**config.mk**
```make
export PLATFORM = sky130hd
export DESIGN_NAME = ifu_next_pc
export DESIGN_NICKNAME = d
export VERILOG_FILES = /design/src/rtl/ifu_next_pc_pkg.sv /design/src/rtl/ifu_next_pc_branch_cond.sv /design/src/rtl/ifu_next_pc.sv
export SDC_FILE = /design/constraint.sdc
export NUM_CORES = 1
export LEC_CHECK = 0
export CORE_AREA = 2 2 119 121
export DETAILED_ROUTE_END_ITERATION = 10
export DIE_AREA = 0 0 121 123
export GPL_ROUTABILITY_DRIVEN = 1
export PLACE_DENSITY_LB_ADDON = 0.08
export SETUP_SLACK_MARGIN = 0.1
export SLEW_MARGIN = 20
export SYNTH_ARGS = -nofsm -noshare
export SYNTH_HDL_FRONTEND = slang
export SYNTH_SLANG_ARGS = --single-unit
export TNS_END_PERCENT = 10
```
**constraint.sdc**
```tcl
create_clock -name clk -period 6.75 [get_ports clk]
set_clock_uncertainty 0.2 [all_clocks]
set_input_delay 1.0125 -clock clk [delete_from_list [all_inputs] [get_ports clk]]
set_output_delay 1.0125 -clock clk [all_outputs]
set_load 0.02 [all_outputs]
```
**src/rtl/ifu_next_pc_pkg.sv**
```systemverilog
// Shared definitions for the instruction-fetch next-PC unit: datapath width,
// branch funct3 encodings and the default reset vector.
package ifu_next_pc_pkg;

    localparam int XLEN_DEF = 32;

    localparam logic [2:0] F3_BEQ  = 3'b000;
    localparam logic [2:0] F3_BNE  = 3'b001;
    localparam logic [2:0] F3_BLT  = 3'b100;
    localparam logic [2:0] F3_BGE  = 3'b101;
    localparam logic [2:0] F3_BLTU = 3'b110;
    localparam logic [2:0] F3_BGEU = 3'b111;

    localparam logic [63:0] RESET_VEC_DEF = 64'h0;

    // Next-PC source, in decreasing priority order
    typedef enum logic [1:0] {
        SEL_JALR   = 2'd0,
        SEL_JAL    = 2'd1,
        SEL_BRANCH = 2'd2,
        SEL_SEQ    = 2'd3
    } pc_sel_e;

endpackage

```
**src/rtl/ifu_next_pc_branch_cond.sv**
```systemverilog
// Branch condition decoder: maps funct3 and comparator flags to a taken/not-taken
// decision. Reserved encodings (010, 011) never take.
module ifu_next_pc_branch_cond
    import ifu_next_pc_pkg::*;
(
    input  logic [2:0] fn3,
    input  logic       eq,
    input  logic       lt,
    input  logic       ltu,
    output logic       cond
);

    always_comb begin
        cond = 1'b0;
        case (fn3)
            F3_BEQ:  cond = eq;
            F3_BNE:  cond = ~eq;
            F3_BLT:  cond = lt;
            F3_BGE:  cond = ~lt;
            F3_BLTU: cond = ltu;
            F3_BGEU: cond = ~ltu;
            default: cond = 1'b0;
        endcase
    end

endmodule

```
**src/rtl/ifu_next_pc.sv**
```systemverilog
// Next-PC selection for instruction fetch: jump/branch/sequential mux with a
// registered copy of the selected address for fetch paths without a PC register.
module ifu_next_pc
    import ifu_next_pc_pkg::*;
#(
    parameter int              XLEN      = XLEN_DEF,
    parameter logic [XLEN-1:0] RESET_VEC = RESET_VEC_DEF[XLEN-1:0]
) (
    input  logic            clk,
    input  logic            rstl,
    input  logic            is_branch,
    input  logic            is_jmp,
    input  logic            jmp_reg,
    input  logic            eq,
    input  logic            lt,
    input  logic            ltu,
    input  logic [2:0]      fn3,
    input  logic [XLEN-1:0] alu_out,
    input  logic [XLEN-1:0] b_imm,
    input  logic [XLEN-1:0] j_imm,
    input  logic [XLEN-1:0] pc,
    output logic [XLEN-1:0] pc_ifu,
    output logic [XLEN-1:0] pc_q,
    output logic            taken
);

    logic            cond;
    logic            br_taken;
    pc_sel_e         pc_sel;
    logic [XLEN-1:0] pc_seq;
    logic [XLEN-1:0] pc_jal;
    logic [XLEN-1:0] pc_br;

    ifu_next_pc_branch_cond u_branch_cond (
        .fn3  (fn3),
        .eq   (eq),
        .lt   (lt),
        .ltu  (ltu),
        .cond (cond)
    );

    // Plain modular adders; wraparound past the top of the address space is intended
    assign pc_seq = pc + XLEN'(4);
    assign pc_jal = pc + j_imm;
    assign pc_br  = pc + b_imm;

    assign br_taken = is_branch & cond;
    assign taken    = is_jmp | br_taken;

    always_comb begin
        pc_sel = SEL_SEQ;
        if (is_jmp) begin
            pc_sel = jmp_reg ? SEL_JALR : SEL_JAL;
        end else if (br_taken) begin
            pc_sel = SEL_BRANCH;
        end
    end

    // JALR target is used as-is; bit 0 is cleared upstream
    always_comb begin
        pc_ifu = pc_seq;
        case (pc_sel)
            SEL_JALR:   pc_ifu = alu_out;
            SEL_JAL:    pc_ifu = pc_jal;
            SEL_BRANCH: pc_ifu = pc_br;
            default:    pc_ifu = pc_seq;
        endcase
    end

    always_ff @(posedge clk or posedge rstl) begin
        if (rstl) begin
            pc_q <= RESET_VEC;
        end else begin
            pc_q <= pc_ifu;
        end
    end

endmodule

```
==> impl_metrics.tcl <==
set metrics [dict create \
    power.total_uw 1229 \
    diodes 0 \
    grt_pass1_vias 4742 \
    setup_slack_ps 151.9 \
    finalSetupViolCount 0 \
    multi_input_comb_area_um2 3197 \
    cts_buffer_depth 2 \
    holdBufCountCts 0 \
    die_h_um 123 \
    start_util_pct 29.29 \
    rsz0062_at_grt "true" \
    maxSlewViolCount 0 \
    cp_max_fo 5 \
    crit_chain "clkdlybuf4s50_1 > mux2i_1 > xor2_1 > o21ai_1 > nand2_1 > o21ai_2 > ha_4 > buf_4 > mux2_2 > ha_1 > a21o_1 > nand4_1 > nand2_1 > a31oi_1 > o21ai_0 > xnor2_1 > nor2_1 > a211oi_1 > a21oi_1 > clkdlybuf4s50_1" \
    clkTransAtPathRegs_ps 60 \
    maxCapViolCount 0 \
    layout_min_cycle_time_ps 6598 \
    root_buffer "clkbuf_16" \
    cellPowerDensity_nw_per_um2 173.8 \
    post-place-ws_ps -605.6 \
    grt_max_degree 33 \
    regMostFlops "pc_q" \
    post_drt_wl_per_cell_um 17.40 \
    yosysUniqueCellTypes 56 \
    timing.final.crit_share_pct 97.75 \
    dieArea_um2 14880 \
    synth.yosys.warnings 0 \
    regArea_um2 800.8 \
    synth_cells 490 \
    hold_violations 0 \
    largest_reg_flops 32 \
    core_area_um2 13610 \
    worstMarginPinSlew_ps 709.0 \
    drive_above_1_share_pct 23.57 \
    holdWs_ps 944.7 \
    final_cell_area_um2 7071 \
    via_per_inst 4.997 \
    fin_util_pct 51.94 \
    mostFrequentLayoutCells "180 x clkdlybuf4s50_1, 90 x buf_4, 42 x nand2_1" \
    fillCellCount 1310 \
    biggestRegsByFlops "pc_q x32" \
    area.growth.synth_to_final_pct 77.31 \
    synth_area_um2 3988 \
    cp_slowest_cell "clkdlybuf4s50_1" \
    drc 0 \
    endpoint_kind "output port" \
    portBuffers 203 \
    postPlaceCellArea_um2 6828 \
    htree_levels 2 \
    routabilityCongestion 0.8773 \
    wl_um 16500 \
    drt_iter0_markers 285 \
    grt_antenna_before_repair 0 \
    synthFlopType "dfrtp_1" \
    synth_seq_cells 32 \
    synth_enable_flop_cells 0 \
    cts_buffers 5 \
    fmax_mhz 151.6 \
    drt-pass1-iter-count 5 \
    worstPathRequired_ps 5540 \
    vias 4737 \
    std_cell_rows 43 \
    syn_nets 667 \
    grt.overflow.total 0 \
    async_flop_share_pct 100.0 \
    avgSynthCellArea_um2 8.138 \
    layout.nets 945 \
    leakagePower_uw 0.003028 \
    cts.sinks 32 \
    critPathArrivalTime_ps 5390 \
    startpoint_type "input port" \
    max_stage_delay_ps 640 \
    timing.slew.headroom_pct 52.73 \
    cts_tree "built" \
    ioPinCount 204 \
    grt_first_pass_wirelength_um 25230 \
    status "complete, no violations" \
    hold_path_class "in -> async" \
    critPathKind "in -> out" \
    hpwl_um 13580 \
    antenna_left 0 \
    yosysSeqAreaShare_pct 20.08 \
    die_w_um 121 \
    mostFrequentLayoutCell "clkdlybuf4s50_1" \
    peakVddDrop_mv 0.07545 \
    grt_usage_pct 21.79 \
]
metal layers:
metal / GRT usage, % / up-vias / wire length (µm) / part of all wire [%]
met2: 34.41 / 180 / 7400 / 45
li1: - / 2344 / - / -
met5: 0 / - / 0 / 0
met1: 31.74 / 2204 / 7842 / 48
met3: 3.367 / 9 / 1136 / 6.9
met4: 3.706 / 0 / 117 / 0.71
through the flow:
| step | TNS, ps | std cells |
|---|---|---|
| 6_report | 0 | 948 |
| 5_1_grt | -409.2 | 948 |
| 4_1_cts | 0 | 948 |
| 3_5_place_dp | -8706 | 938 |
| 3_3_place_gp | -7712 | 938 |
| 2_1_floorplan | 0 | 490 |
power breakdown:
part | internal [µW] | leakage, µW | switching [µW]
clock | 134 | 0.0000667 | 85.7
combinational | 387 | 0.00257 | 386
sequential | 227 | 0.000387 | 8.69
critical path: cells and delay by family:
family          cells  cell delay (ps)
buf+inv             3             1270
compound gates      7             1340
simple gates        4              460
fa+ha+maj           2              500
xor+xnor            2              240
mux                 2              560
final timing paths:
check | from | endpoint | slack (ps)
setup / recovery | fn3[2] | pc_ifu[11] | 150
hold / removal | rstl | pc_q[27]$_DFF_PP0_ | 940
max in group asynchronous | rstl | pc_q[2]$_DFF_PP0_ | 5070
min in group clk | alu_out[4] | pc_q[4]$_DFF_PP0_ | 1140
final cells by class:
| cell class | instances | share of cell area [%] |
|---|---|---|
| Inverter | 12 | 0.6371 |
| Clock buffer | 6 | 1.823 |
| Tap cell | 180 | 3.185 |
| Clock inverter | 1 | 0.07078 |
| Timing Repair Buffer | 292 | 37.75 |
| Sequential cell | 32 | 11.33 |
| Multi-Input combinational cell | 425 | 45.21 |
Yosys cell counts, types with 16 or more instances:
cell	n	area share, %
ha_1	37	12
nand3_1	17	2.1
a21o_1	16	3.0
o21ai_0	30	3.8
xor2_1	28	6.2
a21oi_1	41	5.1
nor2_1	36	3.4
xnor2_1	28	6.2
mux2_2	32	9.0
dfrtp_1	32	20
nand2_1	42	4.0
clkbuf_1	18	1.7
cells by family after synthesis:
group | Yosys count | synth area share [%]
mux | 35 | 9.790
fa+ha+maj | 38 | 12.11
compound gates | 153 | 24.98
buf+inv | 33 | 3.137
flops | 32 | 20.08
simple gates | 143 | 17.60
xor+xnor | 56 | 12.30
timing repair:
item | CTS | global route
endpoints found under the setup margin | 23 | 25
setup buffers | 3 | 0
gates resized for setup | 54 | 59
pin swaps | 4 | 9
Power figures use the tool's default switching activity.
==> variant: new RTL, same flow settings <==
The package constant `XLEN_DEF` goes from 32 to 28.
--- a/src/rtl/ifu_next_pc_pkg.sv
+++ b/src/rtl/ifu_next_pc_pkg.sv
@@ -2,7 +2,7 @@
 // branch funct3 encodings and the default reset vector.
 package ifu_next_pc_pkg;
 
-    localparam int XLEN_DEF = 32;
+    localparam int XLEN_DEF = 28;
 
     localparam logic [2:0] F3_BEQ  = 3'b000;
     localparam logic [2:0] F3_BNE  = 3'b001;
Ports: changed (6 resized); port bits go from 204 to 180. No check against the original RTL was run, so the function may have changed too.
==> variant against the unedited design <==
  * Global-route usage fell by 2.1 points
  * Synthesized area shrank 7.5%
  * Sequential cell count is 4 lower
  * Die area unchanged
  * Routed wire length fell by 9.5%
  * Total power decreased by 16%
  * Clock power fell by 24%
  * Setup slack better by 180 ps
  * Cell area shrank 12%
==> variant: results (changes against the unedited design) <==
Status
  • Status: completed

Yosys
  • Post-synth cell types: 66 (+18%)
  • Cells after Synth: 445 (-9.2%)
  • Synth top area cells: dfrtp_1 19%, ha_1 12%, mux2_2 8.5%, xor2_1 5.5%, xnor2_1 5.0%
  • Synth top cells by count: 43 x nand2_1, 35 x a21oi_1, 35 x ha_1
  • Post-synth net total: 604 (-9.4%)
  • Sequential share of the synthesized area: 19.00% (-1.1 points)

Finish
  • Post-Layout Cell Count: 866 (-8.6%)
  • Nets: 846 (-10%)
  • Biggest regs: pc_q x28
  • Share of cells above drive strength 1: 20.41% (-3.2 points)
  • Antenna diodes: 0 (unchanged)

Clock network
  • Cts bufs inserted: 3 (-2)
  • Htree depth: 1 (-1)
  • CTS Root Cell: clkbuf_16
  • CTS clk-pin slew, worst paths: 80 ps (+20 ps)

Pwr
  • Static Leak: 2.621 nW (-13%)
  • Max VDD drop: 0.00009579 V (+27%)
  • Int Pwr: 0.6199 mW (-17%)

Global routing
  • Tot GR Track Use: 19.69% (-2.1 points)
  • First-pass GRT wire length: 22930 um (-9.1%)
  • Largest net degree at the start of global routing: 29 (-12%)
  • Vias in the first global route: 4256 (-10%)

Critical path
  • Top Family by Delay on Critical Path: buffers and inverters
  • Critical path peak fanout: 12 (+7)
  • Worst Setup EP: pc_ifu[27]
  • Slowest CP cell: clkdlybuf4s50_1
  • Slowest cell delay on critical path: 500 ps (-140 ps)
  • WP data arrival: 5210 ps (-180 ps)

Placed design
  • Routability-driven placement congestion ratio: 0.8360 (-4.7%)
  • Setup WS pre-CTS: -304.5 ps (+301.1 ps)
  • I/O Buffers: 179 (-12%)
  • Placed Instances: 861 (-8.2%)
  • Dpl cell area: 6158 um2 (-9.8%)
  • DP HPWL: 12340 um (-9.1%)

Routing
  • Drt pass-1 iters: 4 (-1)
  • DR WL/cell: 17.25 um (-0.88%)
  • 1st-iter DRT viols: 217 (-24%)
  • Routed vias/inst: 4.915 (-1.6%)

STA
  • Tightest Pin Transition: 597.6 ps (-111.4 ps)
  • Hold_ws: 932.2 ps (-12.48 ps)
  • Minimum clock period: 6423 ps (-175.1 ps)

Hold path
  • Worst min path class: input pin to async pin
## variant: changes by cell type after synthesis, moves of 4 or more
cell and change:
clkbuf_1 -6, a22oi_1 -4, o21ai_1 -4, mux2_2 -4
nand3_1 +5, dfrtp_1 -4, nor2_1 -6, xnor2_1 -7
xor2_1 -5, a21oi_1 -6, nor4_1 +4, a21o_1 -9
o21ai_0 -7, a211oi_1 -6
## variant: routing by layer
| layer | up-vias | share of wire [%] | global-route usage, % |
|---|---|---|---|
| li1 | 2143 | - | - |
| met5 | - | 0 | 0 |
| met4 | 0 | 1.3 | 4.215 |
| met3 | 8 | 5.2 | 2.445 |
| met2 | 126 | 48 | 33.43 |
| met1 | 1979 | 46 | 26.81 |
## variant: logic make-up (layout without fill, tap and decap cells)
logic type	count (synthesis)	count (layout)	synth area share, %
AOI/OAI and AO/OA	129	129	24.49
and+or+nand+nor	147	147	19.84
DFF	28	28	19.00
muxes	33	33	9.905
adders and majority gates	36	36	12.42
xor gates and xnor gates	44	44	10.45
buffers and inverters	28	269	3.901
## variant: power by group through the flow
stage	combinational [mW]	clock, mW	sequential, mW
finish	0.664	0.168	0.207
CTS	0.671	0.175	0.207
global placement	0.676	0	0.210
global route	0.718	0.183	0.210
detailed placement	0.677	0	0.211
floorplan	0.290	0	0.252
## variant: layout make-up
| cell class | count | area [um2] |
|---|---|---|
| Fill cell | 1378 | 7356 |
| Multi-Input combinational cell | 389 | 2885 |
| Timing Repair Buffer | 254 | 2315 |
| Sequential cell | 28 | 700.7 |
| Tap cell | 180 | 225.2 |
| Clock buffer | 4 | 88.84 |
| Inverter | 11 | 41.29 |
## variant: what timing repair did
action | in CTS | in global routing
buffers inserted | 1 | 0
setup endpoints to repair | 19 | 20
pin swaps | 1 | 2
resized for setup | 27 | 28
